<file path="config.mk">
export PLATFORM = sky130hd
export DESIGN_NAME = shr_seq_gen
export DESIGN_NICKNAME = d
export VERILOG_FILES = /design/src/rtl/shr_seq_pkg.sv /design/src/rtl/sync_edge.sv /design/src/rtl/shr_seq_gen.sv
export SDC_FILE = /design/constraint.sdc
export NUM_CORES = 1
export LEC_CHECK = 0
export ABC_AREA = 1
export CORE_MARGIN = 2
export CORE_UTILIZATION = 44
export DETAILED_ROUTE_END_ITERATION = 6
export PLACE_DENSITY_LB_ADDON = 0.2
export SLEW_MARGIN = 25
export SYNTH_ARGS = -nofsm -noshare
export SYNTH_HDL_FRONTEND = slang
export SYNTH_SLANG_ARGS = --single-unit
</file>
<file path="constraint.sdc">
create_clock -name clk_in -period 1.7 [get_ports clk_in]
set_clock_uncertainty 0.15 [all_clocks]
set_input_delay 0.34 -clock clk_in [delete_from_list [all_inputs] [get_ports clk_in]]
set_output_delay 0.34 -clock clk_in [all_outputs]
set_load 0.005 [all_outputs]
</file>
<file path="src/rtl/shr_seq_pkg.sv">
// Shared types and counter sizing for the shift-register sequence generator.
// The FSM state encoding lives here so the top and any checkers agree on it.
package shr_seq_pkg;

  typedef enum logic [2:0] {
    IDLE  = 3'd0,
    CLEAR = 3'd1,
    LOAD  = 3'd2,
    SHIFT = 3'd3,
    SYNC  = 3'd4,
    GAP   = 3'd5
  } state_t;

  // Bits needed to hold n_values distinct counter values, never less than one.
  function automatic int cnt_w(input int n_values);
    return (n_values > 1) ? $clog2(n_values) : 1;
  endfunction

  localparam int DEF_CLK_DIV = 4;
  localparam int DEF_WIDTH   = 16;
  localparam int DEF_CLR_LEN = 8;

  localparam int DEF_DIV_W = cnt_w(2 * DEF_CLK_DIV);
  localparam int DEF_BIT_W = cnt_w(DEF_WIDTH);
  localparam int DEF_CLR_W = cnt_w(DEF_CLR_LEN);

endpackage

</file>
<file path="src/rtl/sync_edge.sv">
// Two-flop synchroniser for an asynchronous control input, with an optional
// registered rising-edge pulse output.
module sync_edge
  import shr_seq_pkg::*;
#(
  parameter bit EDGE = 1'b1
) (
  input  logic clk,
  input  logic rst,
  input  logic din,
  output logic dout
);

  logic meta;
  logic stable;
  logic prev;
  logic pulse;

  // Synchroniser chain plus one-cycle history for edge detection.
  always_ff @(posedge clk or posedge rst) begin
    if (rst) begin
      meta   <= 1'b0;
      stable <= 1'b0;
      prev   <= 1'b0;
      pulse  <= 1'b0;
    end else begin
      meta   <= din;
      stable <= meta;
      prev   <= stable;
      pulse  <= stable & ~prev;
    end
  end

  assign dout = EDGE ? pulse : stable;

endmodule

</file>
<file path="src/rtl/shr_seq_gen.sv">
// Serial frame generator for external shift-register chips: clear strobe,
// parallel-load, MSB-first shifting on a divided sclk, sync strobe and gap.
module shr_seq_gen
  import shr_seq_pkg::*;
#(
  parameter int N_CH    = 1,
  parameter int WIDTH   = DEF_WIDTH,
  parameter int CLK_DIV = DEF_CLK_DIV,
  parameter int CLR_LEN = DEF_CLR_LEN
) (
  input  logic                    clk_in,
  input  logic                    rst,
  input  logic                    trig,
  input  logic                    dump,
  input  logic                    clr,
  input  logic [N_CH*WIDTH-1:0]   data_in,
  output logic                    sclk,
  output logic [N_CH-1:0]         sdin,
  output logic                    syn,
  output logic                    wclr,
  output logic                    out_en,
  output logic                    clk_out_en,
  output logic                    busy,
  output logic                    done
);

  localparam int DIV_W = cnt_w(2 * CLK_DIV);
  localparam int BIT_W = cnt_w(WIDTH);
  localparam int CLR_W = cnt_w(CLR_LEN);

  localparam logic [DIV_W-1:0] DIV_LAST = DIV_W'(2 * CLK_DIV - 1);
  localparam logic [DIV_W-1:0] DIV_HALF = DIV_W'(CLK_DIV);
  localparam logic [BIT_W-1:0] BIT_TOP  = BIT_W'(WIDTH - 1);
  localparam logic [CLR_W-1:0] CLR_LAST = CLR_W'(CLR_LEN - 1);

  logic trig_p;
  logic dump_s;
  logic clr_p;

  state_t                       state;
  state_t                       state_nxt;
  logic [DIV_W-1:0]             div_cnt;
  logic [DIV_W-1:0]             div_nxt;
  logic [BIT_W-1:0]             bit_idx;
  logic [BIT_W-1:0]             bit_nxt;
  logic [CLR_W-1:0]             clr_cnt;
  logic [CLR_W-1:0]             clr_nxt;
  logic                         pending;
  logic                         pending_nxt;
  logic [N_CH-1:0][WIDTH-1:0]   shadow;
  logic [N_CH-1:0][WIDTH-1:0]   shadow_nxt;
  logic [N_CH-1:0]              sdin_nxt;

  sync_edge #(.EDGE(1'b1)) u_trig_sync (
    .clk  (clk_in),
    .rst  (rst),
    .din  (trig),
    .dout (trig_p)
  );

  sync_edge #(.EDGE(1'b0)) u_dump_sync (
    .clk  (clk_in),
    .rst  (rst),
    .din  (dump),
    .dout (dump_s)
  );

  sync_edge #(.EDGE(1'b1)) u_clr_sync (
    .clk  (clk_in),
    .rst  (rst),
    .din  (clr),
    .dout (clr_p)
  );

  // Next-state, counter and shadow-register logic.
  always_comb begin
    state_nxt   = state;
    div_nxt     = div_cnt;
    bit_nxt     = bit_idx;
    clr_nxt     = clr_cnt;
    pending_nxt = pending;
    shadow_nxt  = shadow;
    case (state)
      IDLE: begin
        if (clr_p) begin
          // A trig arriving together with clr is remembered and served after CLEAR.
          state_nxt   = CLEAR;
          clr_nxt     = {CLR_W{1'b0}};
          pending_nxt = trig_p;
        end else if (trig_p || dump_s) begin
          state_nxt = LOAD;
        end else begin
          state_nxt = IDLE;
        end
      end
      CLEAR: begin
        if (clr_cnt == CLR_LAST) begin
          pending_nxt = 1'b0;
          state_nxt   = (pending || dump_s) ? LOAD : IDLE;
        end else begin
          clr_nxt = clr_cnt + CLR_W'(1);
        end
      end
      LOAD: begin
        shadow_nxt = data_in;
        div_nxt    = {DIV_W{1'b0}};
        bit_nxt    = BIT_TOP;
        state_nxt  = SHIFT;
      end
      SHIFT: begin
        if (div_cnt == DIV_LAST) begin
          div_nxt = {DIV_W{1'b0}};
          if (bit_idx == {BIT_W{1'b0}}) begin
            state_nxt = SYNC;
          end else begin
            bit_nxt = bit_idx - BIT_W'(1);
          end
        end else begin
          div_nxt = div_cnt + DIV_W'(1);
        end
      end
      SYNC: begin
        if (div_cnt == DIV_LAST) begin
          div_nxt   = {DIV_W{1'b0}};
          state_nxt = GAP;
        end else begin
          div_nxt = div_cnt + DIV_W'(1);
        end
      end
      GAP: begin
        if (div_cnt == DIV_LAST) begin
          div_nxt   = {DIV_W{1'b0}};
          state_nxt = dump_s ? LOAD : IDLE;
        end else begin
          div_nxt = div_cnt + DIV_W'(1);
        end
      end
      default: begin
        state_nxt = IDLE;
      end
    endcase
  end

  // Serial data is looked up from the next-cycle bit index so it lines up with sclk.
  for (genvar g = 0; g < N_CH; g++) begin : g_sdin
    assign sdin_nxt[g] = (state_nxt == SHIFT) ? shadow_nxt[g][bit_nxt] : 1'b0;
  end

  // FSM, counters and data shadow register.
  always_ff @(posedge clk_in or posedge rst) begin
    if (rst) begin
      state   <= IDLE;
      div_cnt <= {DIV_W{1'b0}};
      bit_idx <= {BIT_W{1'b0}};
      clr_cnt <= {CLR_W{1'b0}};
      pending <= 1'b0;
      shadow  <= {(N_CH*WIDTH){1'b0}};
    end else begin
      state   <= state_nxt;
      div_cnt <= div_nxt;
      bit_idx <= bit_nxt;
      clr_cnt <= clr_nxt;
      pending <= pending_nxt;
      shadow  <= shadow_nxt;
    end
  end

  // Registered pin outputs; busy follows the state one cycle behind.
  always_ff @(posedge clk_in or posedge rst) begin
    if (rst) begin
      sclk       <= 1'b0;
      sdin       <= {N_CH{1'b0}};
      syn        <= 1'b0;
      wclr       <= 1'b0;
      out_en     <= 1'b0;
      clk_out_en <= 1'b0;
      busy       <= 1'b0;
      done       <= 1'b0;
    end else begin
      sclk       <= (state_nxt == SHIFT) && (div_nxt >= DIV_HALF);
      sdin       <= sdin_nxt;
      syn        <= (state_nxt == SYNC);
      wclr       <= (state_nxt == CLEAR);
      out_en     <= (state_nxt == SHIFT) || (state_nxt == SYNC);
      clk_out_en <= (state_nxt == SHIFT);
      busy       <= (state != IDLE);
      done       <= (state_nxt == GAP) && (div_nxt == DIV_LAST);
    end
  end

endmodule

</file>
==> results.md, run 1 <==
* First-pass GRT wire length at 7990 um
* Synth area leaders: dfrtp_1, nand2_1, ha_1, inv_1, nand3_1
* CORE AREA at 0.00469 mm^2
* Detailed Routing Iterations Pass 1 at 4
* Initial core utilization at 45.6%
* Reg clk slew, reported paths at 0.09 ns
* Routability cong. at 0.873
* Grt peak-use layer: met2
* I/O pin cnt at 29
* Row cnt at 25
* Layout net count at 334
* Number of buffers created by CTS at 5
* Critical Path End Type: flop
* Post-synthesis register bit count at 48
* Startpoint types: flop
* Share of layout cells above drive strength 1 at 30.2%
* GR Layer Usage met2 at 30.2%
* Total wire length at 5040 um
* GRT Overall Usage at 19.3%
* Yosys cell types at 28
* PwrDens at 1640 mW/mm^2
* Grt met1 use at 26.6%
* Setup WS post-layout at -0.169 ns
* Final slew viol count at 0
* Actual slew at the worst max-slew pin at 0.264 ns
* HPWL after DPL at 3240 um
* Clock buffer depth at 2
* Via count at 1,839
* LEAKAGE at 1.49 nW
* Critical Path Slowest Stage Cell: dfrtp_1
* Critical path, cell by cell: ha_4, ha_4, nand4_4, buf_6, nand3_4, nand2_1, nand3_1, nand3_1, nand2_1, nor2_1, nor2_1
* Most frequent cells in the layout: nand2_1, dfrtp_1, buf_4
* Grt total ovfl at 0
* Largest stage delay, worst path at 0.40 ns
* Setup CP Type: reg2reg
* CTS Root Cell: clkbuf_8
* Met3 Use GR at 3.02%
* Final Core Density at 65.7%
* Critical path arrival at 1.95 ns
* Syn nets at 258
* Period utilisation layout at 110%
* Req. time, crit path at 1.78 ns
* Vias per std cell at 5.08
* Synth-to-Final Area Change at 44.1%
* Slew headroom at 82.4%
* Ant. Diodes at 0
* Synth area leader: dfrtp_1
* # setup viols final at 7
* H-tree levels at 2
* Die height at 73.8 um
* Unrepaired setup endpoints after global routing: yes
* Seq/Total Area, Yosys at 56.1%
* Die X at 73.8 um
* Post-synth top area share at 56.1%
* Status: complete, but fails checks
* Worst skew pair latency at 0.30 ns
* Commonest non-fill, non-tap cell in the layout: nand2_1
* Failing checks: negative setup slack
* Worst min path class: reg2reg
* Critical-path maximum fanout at 8
* TritonCTS clock tree: done
* Minimum clock period at 1.87 ns
* TNS Setup at -0.565 ns
* Wire per inst at 13.9 um
* Largest net degree at the start of global routing at 49
* Final non-filler cell total at 362
* Cell Area, Synth at 0.00214 mm^2
* Initial antenna violation count at 0
* FMAX at 0.535 GHz
* Placed cells at 334
* Post-synthesis average cell area at 9.27 um^2
* Number of max-cap violations at 0
* Clock Sinks at 48
* YS warnings at 0
* Vias in the first global route at 1,770
* DRT antenna net count at 0
* Max rail drop VDD at 0.000843 V
* Hold Violations, Final at 0
* Initial drt markers at 124
* Die area at 0.00544 mm^2
* I/O Buffers at 28
* Cells after synthesis at 231
* # DRC at 0
critical path, delay by kind of cell (launching register included):
| kind | cells | cell delay [ns] |
|---|---|---|
| AND/OR/NAND/NOR | 8 | 0.70 |
| flip-flops | 1 | 0.40 |
| buffers and inverters | 1 | 0.18 |
| adder cells (fa/ha/maj) | 2 | 0.36 |
kinds of logic after synthesis:
family,after synthesis,synth area share [%]
AO/OA/AOI/OAI,23,6.60
adder cells (fa/ha/maj),6,3.51
buffers and inverters,29,5.73
flip-flops,48,56.1
AND/OR/NAND/NOR,125,28.1
per-layer routing:
metal,part of all wire (%),vias to the layer above
met5,0,-
met4,2.5,0
met1,44,879
met3,3.3,11
met2,50,41
li1,-,908
power by group:
group          total, mW  switching, mW  internal, mW  leakage [nW]
clock network      0.867          0.386         0.481        0.0614
registers           1.68          0.172          1.51         0.569
logic               2.51           1.36          1.15         0.864
total               5.06           1.92          3.14          1.49
timing repair:
action / in CTS / in global routing
resized for setup: 10 / 23
gates cloned: 1 / 0
pin swaps: 8 / 8
hold buffers: 0 / 0
setup buffers: 10 / 9
setup endpoints to repair: 6 / 10
flip-flops by register name, indices dropped and copies added (netlist names), 3 cells and up:
name,flops
bit_idx,4
clr_cnt,3
div_cnt,3
shadow,16
state,3
cell type report:
class / count / area (um^2)
tap: 54 / 67.6
timing repair buffer: 72 / 634
inverter: 25 / 96.3
multi-input combinational: 155 / 962
clock buffer: 6 / 82.6
clock inverter: 2 / 38.8
fill: 365 / 1610
sequential: 48 / 1200
metrics by stage:
step	hold slack, ns	power (mW)	area [um^2]	setup slack, ns
6_report	0.207	5.06	3080	-0.169
3_3_place_gp	0.183	3.63	2700	-0.148
3_5_place_dp	0.190	3.68	2700	-0.164
2_1_floorplan	0.181	2.96	2190	-0.0376
5_1_grt	0.217	5.42	3080	-0.350
4_1_cts	0.210	4.78	2950	-0.156
cells in the mapped netlist:
cell type and n:
nand2_1 75, dfrtp_1 48, inv_1 20, nand3_1 15, nor2_1 13, nand4_1 9
o21ai_0 9, ha_1 6, inv_2 5, a21oi_1 4, a22o_1 3, nor2_2 3
o21ai_1 3, buf_2 2, nand3_2 2, nand3_4 2, buf_4 1, buf_6 1
nand2_4 1, nand4_4 1, nor2_4 1, nor3_1 1, nor3_2 1, nor4_1 1
o2111ai_1 1, o21ai_2 1, o22a_2 1, o31ai_1 1
final timing paths:
kind	start	end	slack, ns	cells past startpoint
max	div_cnt[0]	sdin	-0.17	11
min	u_clr_sync.meta	u_clr_sync.stable	0.21	0
max reg2reg	div_cnt[0]	sdin	-0.17	11
min reg2reg	u_clr_sync.meta	u_clr_sync.stable	0.21	0
max in group asynchronous	rst	state[1]	0.92	3
min in group asynchronous	rst	shadow[4]	0.23	3
Power figures use the tool's default switching activity.
==> run 2, diff against run 1 <==
CORE_UTILIZATION = 35   (was 44)
PLACE_DENSITY_LB_ADDON = 0.08   (was 0.2)
==> run 2 against run 1 <==
The flow still finishes with violations (negative setup slack); non-clock buffer count down 4; hold slack got worse by 0.0065 ns; routed wire length down 5.5%; utilization down 13 points; sequential power barely moved; global-route usage shrank 3.4 points.
==> results.md, run 2 (synthesis gave the netlist of run 1 again) <==
* Status: complete, but fails checks
* Failing checks: negative setup slack
* # DRC at 0
* Via count at 1,771
* FMAX at 0.555 GHz
* CORE AREA at 0.00592 mm^2
* Reg2reg start: div_cnt[1]
* FF-to-FF End: sdin
* Clock Sinks at 48
* Req. time, crit path at 1.75 ns
* Die height at 82.2 um
* Die X at 82.2 um
* # setup viols final at 3
* GRT Overall Usage at 15.9%
* Initial drt markers at 68
* Worst min path class: reg2reg
* Grt total ovfl at 0
* Number of buffers created by CTS at 5
* Minimum clock period at 1.80 ns
* Number of max-cap violations at 0
* Critical path arrival at 1.85 ns
* Unrepaired setup endpoints after global routing: yes
* Worst skew pair latency at 0.30 ns
* Hold Violations, Final at 0
* Hold slack at 0.201 ns
* Period utilisation layout at 106%
* Reg clk slew, reported paths at 0.09 ns
* Largest net degree at the start of global routing at 49
* Worst Setup EP: sdin
* Slew headroom at 74.9%
* Placed cells at 358
* Overall Power at 4.93 mW
* Synth-to-Final Area Change at 46.7%
* LEAKAGE at 1.46 nW
* Final non-filler cell total at 379
* Internal reg-to-reg setup slack at -0.10 ns
* First-pass GRT wire length at 8140 um
* CTS Root Cell: clkbuf_8
* Ant. Diodes at 0
* Most flops, register: shadow
* Final slew viol count at 0
* Vias in the first global route at 1,697
* Initial core utilization at 36.2%
* Pre-CTS setup slack at -0.264 ns
* Startpoint types: flop
* Critical Path End Type: flop
* TNS Setup at -0.197 ns
* Worst reg2reg path depth at 11
* Routability cong. at 0.831
* Die area at 0.00676 mm^2
* Vias per std cell at 4.67
* Setup WS post-layout at -0.103 ns
* Most frequent cells in the layout: nand2_1, dfrtp_1, buf_4
* DRT antenna net count at 0
* Total wire length at 4760 um
* Initial antenna violation count at 0
* CP Launch Point: div_cnt[1]
* Wire per inst at 12.6 um
* Critical-path maximum fanout at 8
* I/O Buffers at 28
* H-tree levels at 2
* Clock buffer depth at 2
* HPWL after DPL at 3140 um
* TritonCTS clock tree: done
* Detailed Routing Iterations Pass 1 at 4
* Row cnt at 28
* Max rail drop VDD at 0.000869 V
* PwrDens at 1570 mW/mm^2
* Max reg flops at 16
* Layout net count at 330
* Actual slew at the worst max-slew pin at 0.373 ns
* Hold buffer count at cts at 0
* Setup CP Type: reg2reg
* I/O pin cnt at 29
* Commonest non-fill, non-tap cell in the layout: nand2_1
* Biggest regs: shadow (16), bit_idx (4)
* Share of layout cells above drive strength 1 at 34.5%
-- run 2: changes by cell type in the layout (fill, tap and decap cells not counted), sizes merged --
cell,previous run,this run
bufinv,1,0
clkbuf,6,5
clkinv,1,3
buf,44,40
-- run 2: what timing repair did --
action / 4_1_cts / 5_1_grt
endpoints found under the setup margin: 7 / 12
resized for setup: 19 / 37
endpoints found under the hold margin: 0 / 0
setup buffers: 6 / 6
pin swaps: 11 / 19
cloned: 1 / 0
-- run 2: cell type report --
type	count	area, um^2
multi-input combinational	155	1040
clock buffer	5	68.8
inverter	25	101
timing repair buffer	68	617
tap	75	93.8
clock inverter	3	18.8
sequential	48	1200
fill	572	2780
-- run 2: worst min path at each step --
stage / slack (ns) / from / to / cells after the start
global route: 0.22 / u_clr_sync.meta / u_clr_sync.stable / 0
CTS: 0.21 / u_dump_sync.meta / u_dump_sync.dout / 0
global placement: 0.18 / u_clr_sync.meta / u_clr_sync.stable / 0
finish: 0.20 / u_dump_sync.meta / u_dump_sync.dout / 0
floorplan: 0.18 / u_clr_sync.meta / u_clr_sync.stable / 0
detailed placement: 0.19 / u_dump_sync.meta / u_dump_sync.dout / 0
-- run 2: critical path: stages, from the launching register on --
cell and delay [ns]:
dfrtp_1 0.42, ha_4 0.18, ha_4 0.20, nand3_4 0.10
nand2_8 0.08, buf_4 0.14, nand4_1 0.08, nand3_1 0.08
nand3_1 0.10, nand2_1 0.06, nor2_1 0.08, nor2_1 0.04
-- run 2: through the flow --
stage / util [%] / area, um^2
3_3_place_gp: 46.7 / 2760
6_report: 53.0 / 3140
2_1_floorplan: - / 2190
4_1_cts: 50.3 / 2980
5_1_grt: 53.0 / 3140
3_5_place_dp: 46.7 / 2760
-- run 2: power breakdown --
part / total [mW] / switching, mW / internal (mW) / leakage (nW)
sequential: 1.68 / 0.167 / 1.51 / 0.568
combinational: 2.57 / 1.37 / 1.20 / 0.846
clock: 0.678 / 0.390 / 0.287 / 0.0479
-- run 2: routing by layer --
layer | vias up | GRT usage [%] | wire, um
met2 | 32 | 22.7 | 2150
met5 | - | 0 | 0
met1 | 828 | 22.8 | 2360
met4 | 0 | 7.50 | 115
met3 | 8 | 3.48 | 139
li1 | 903 | - | -
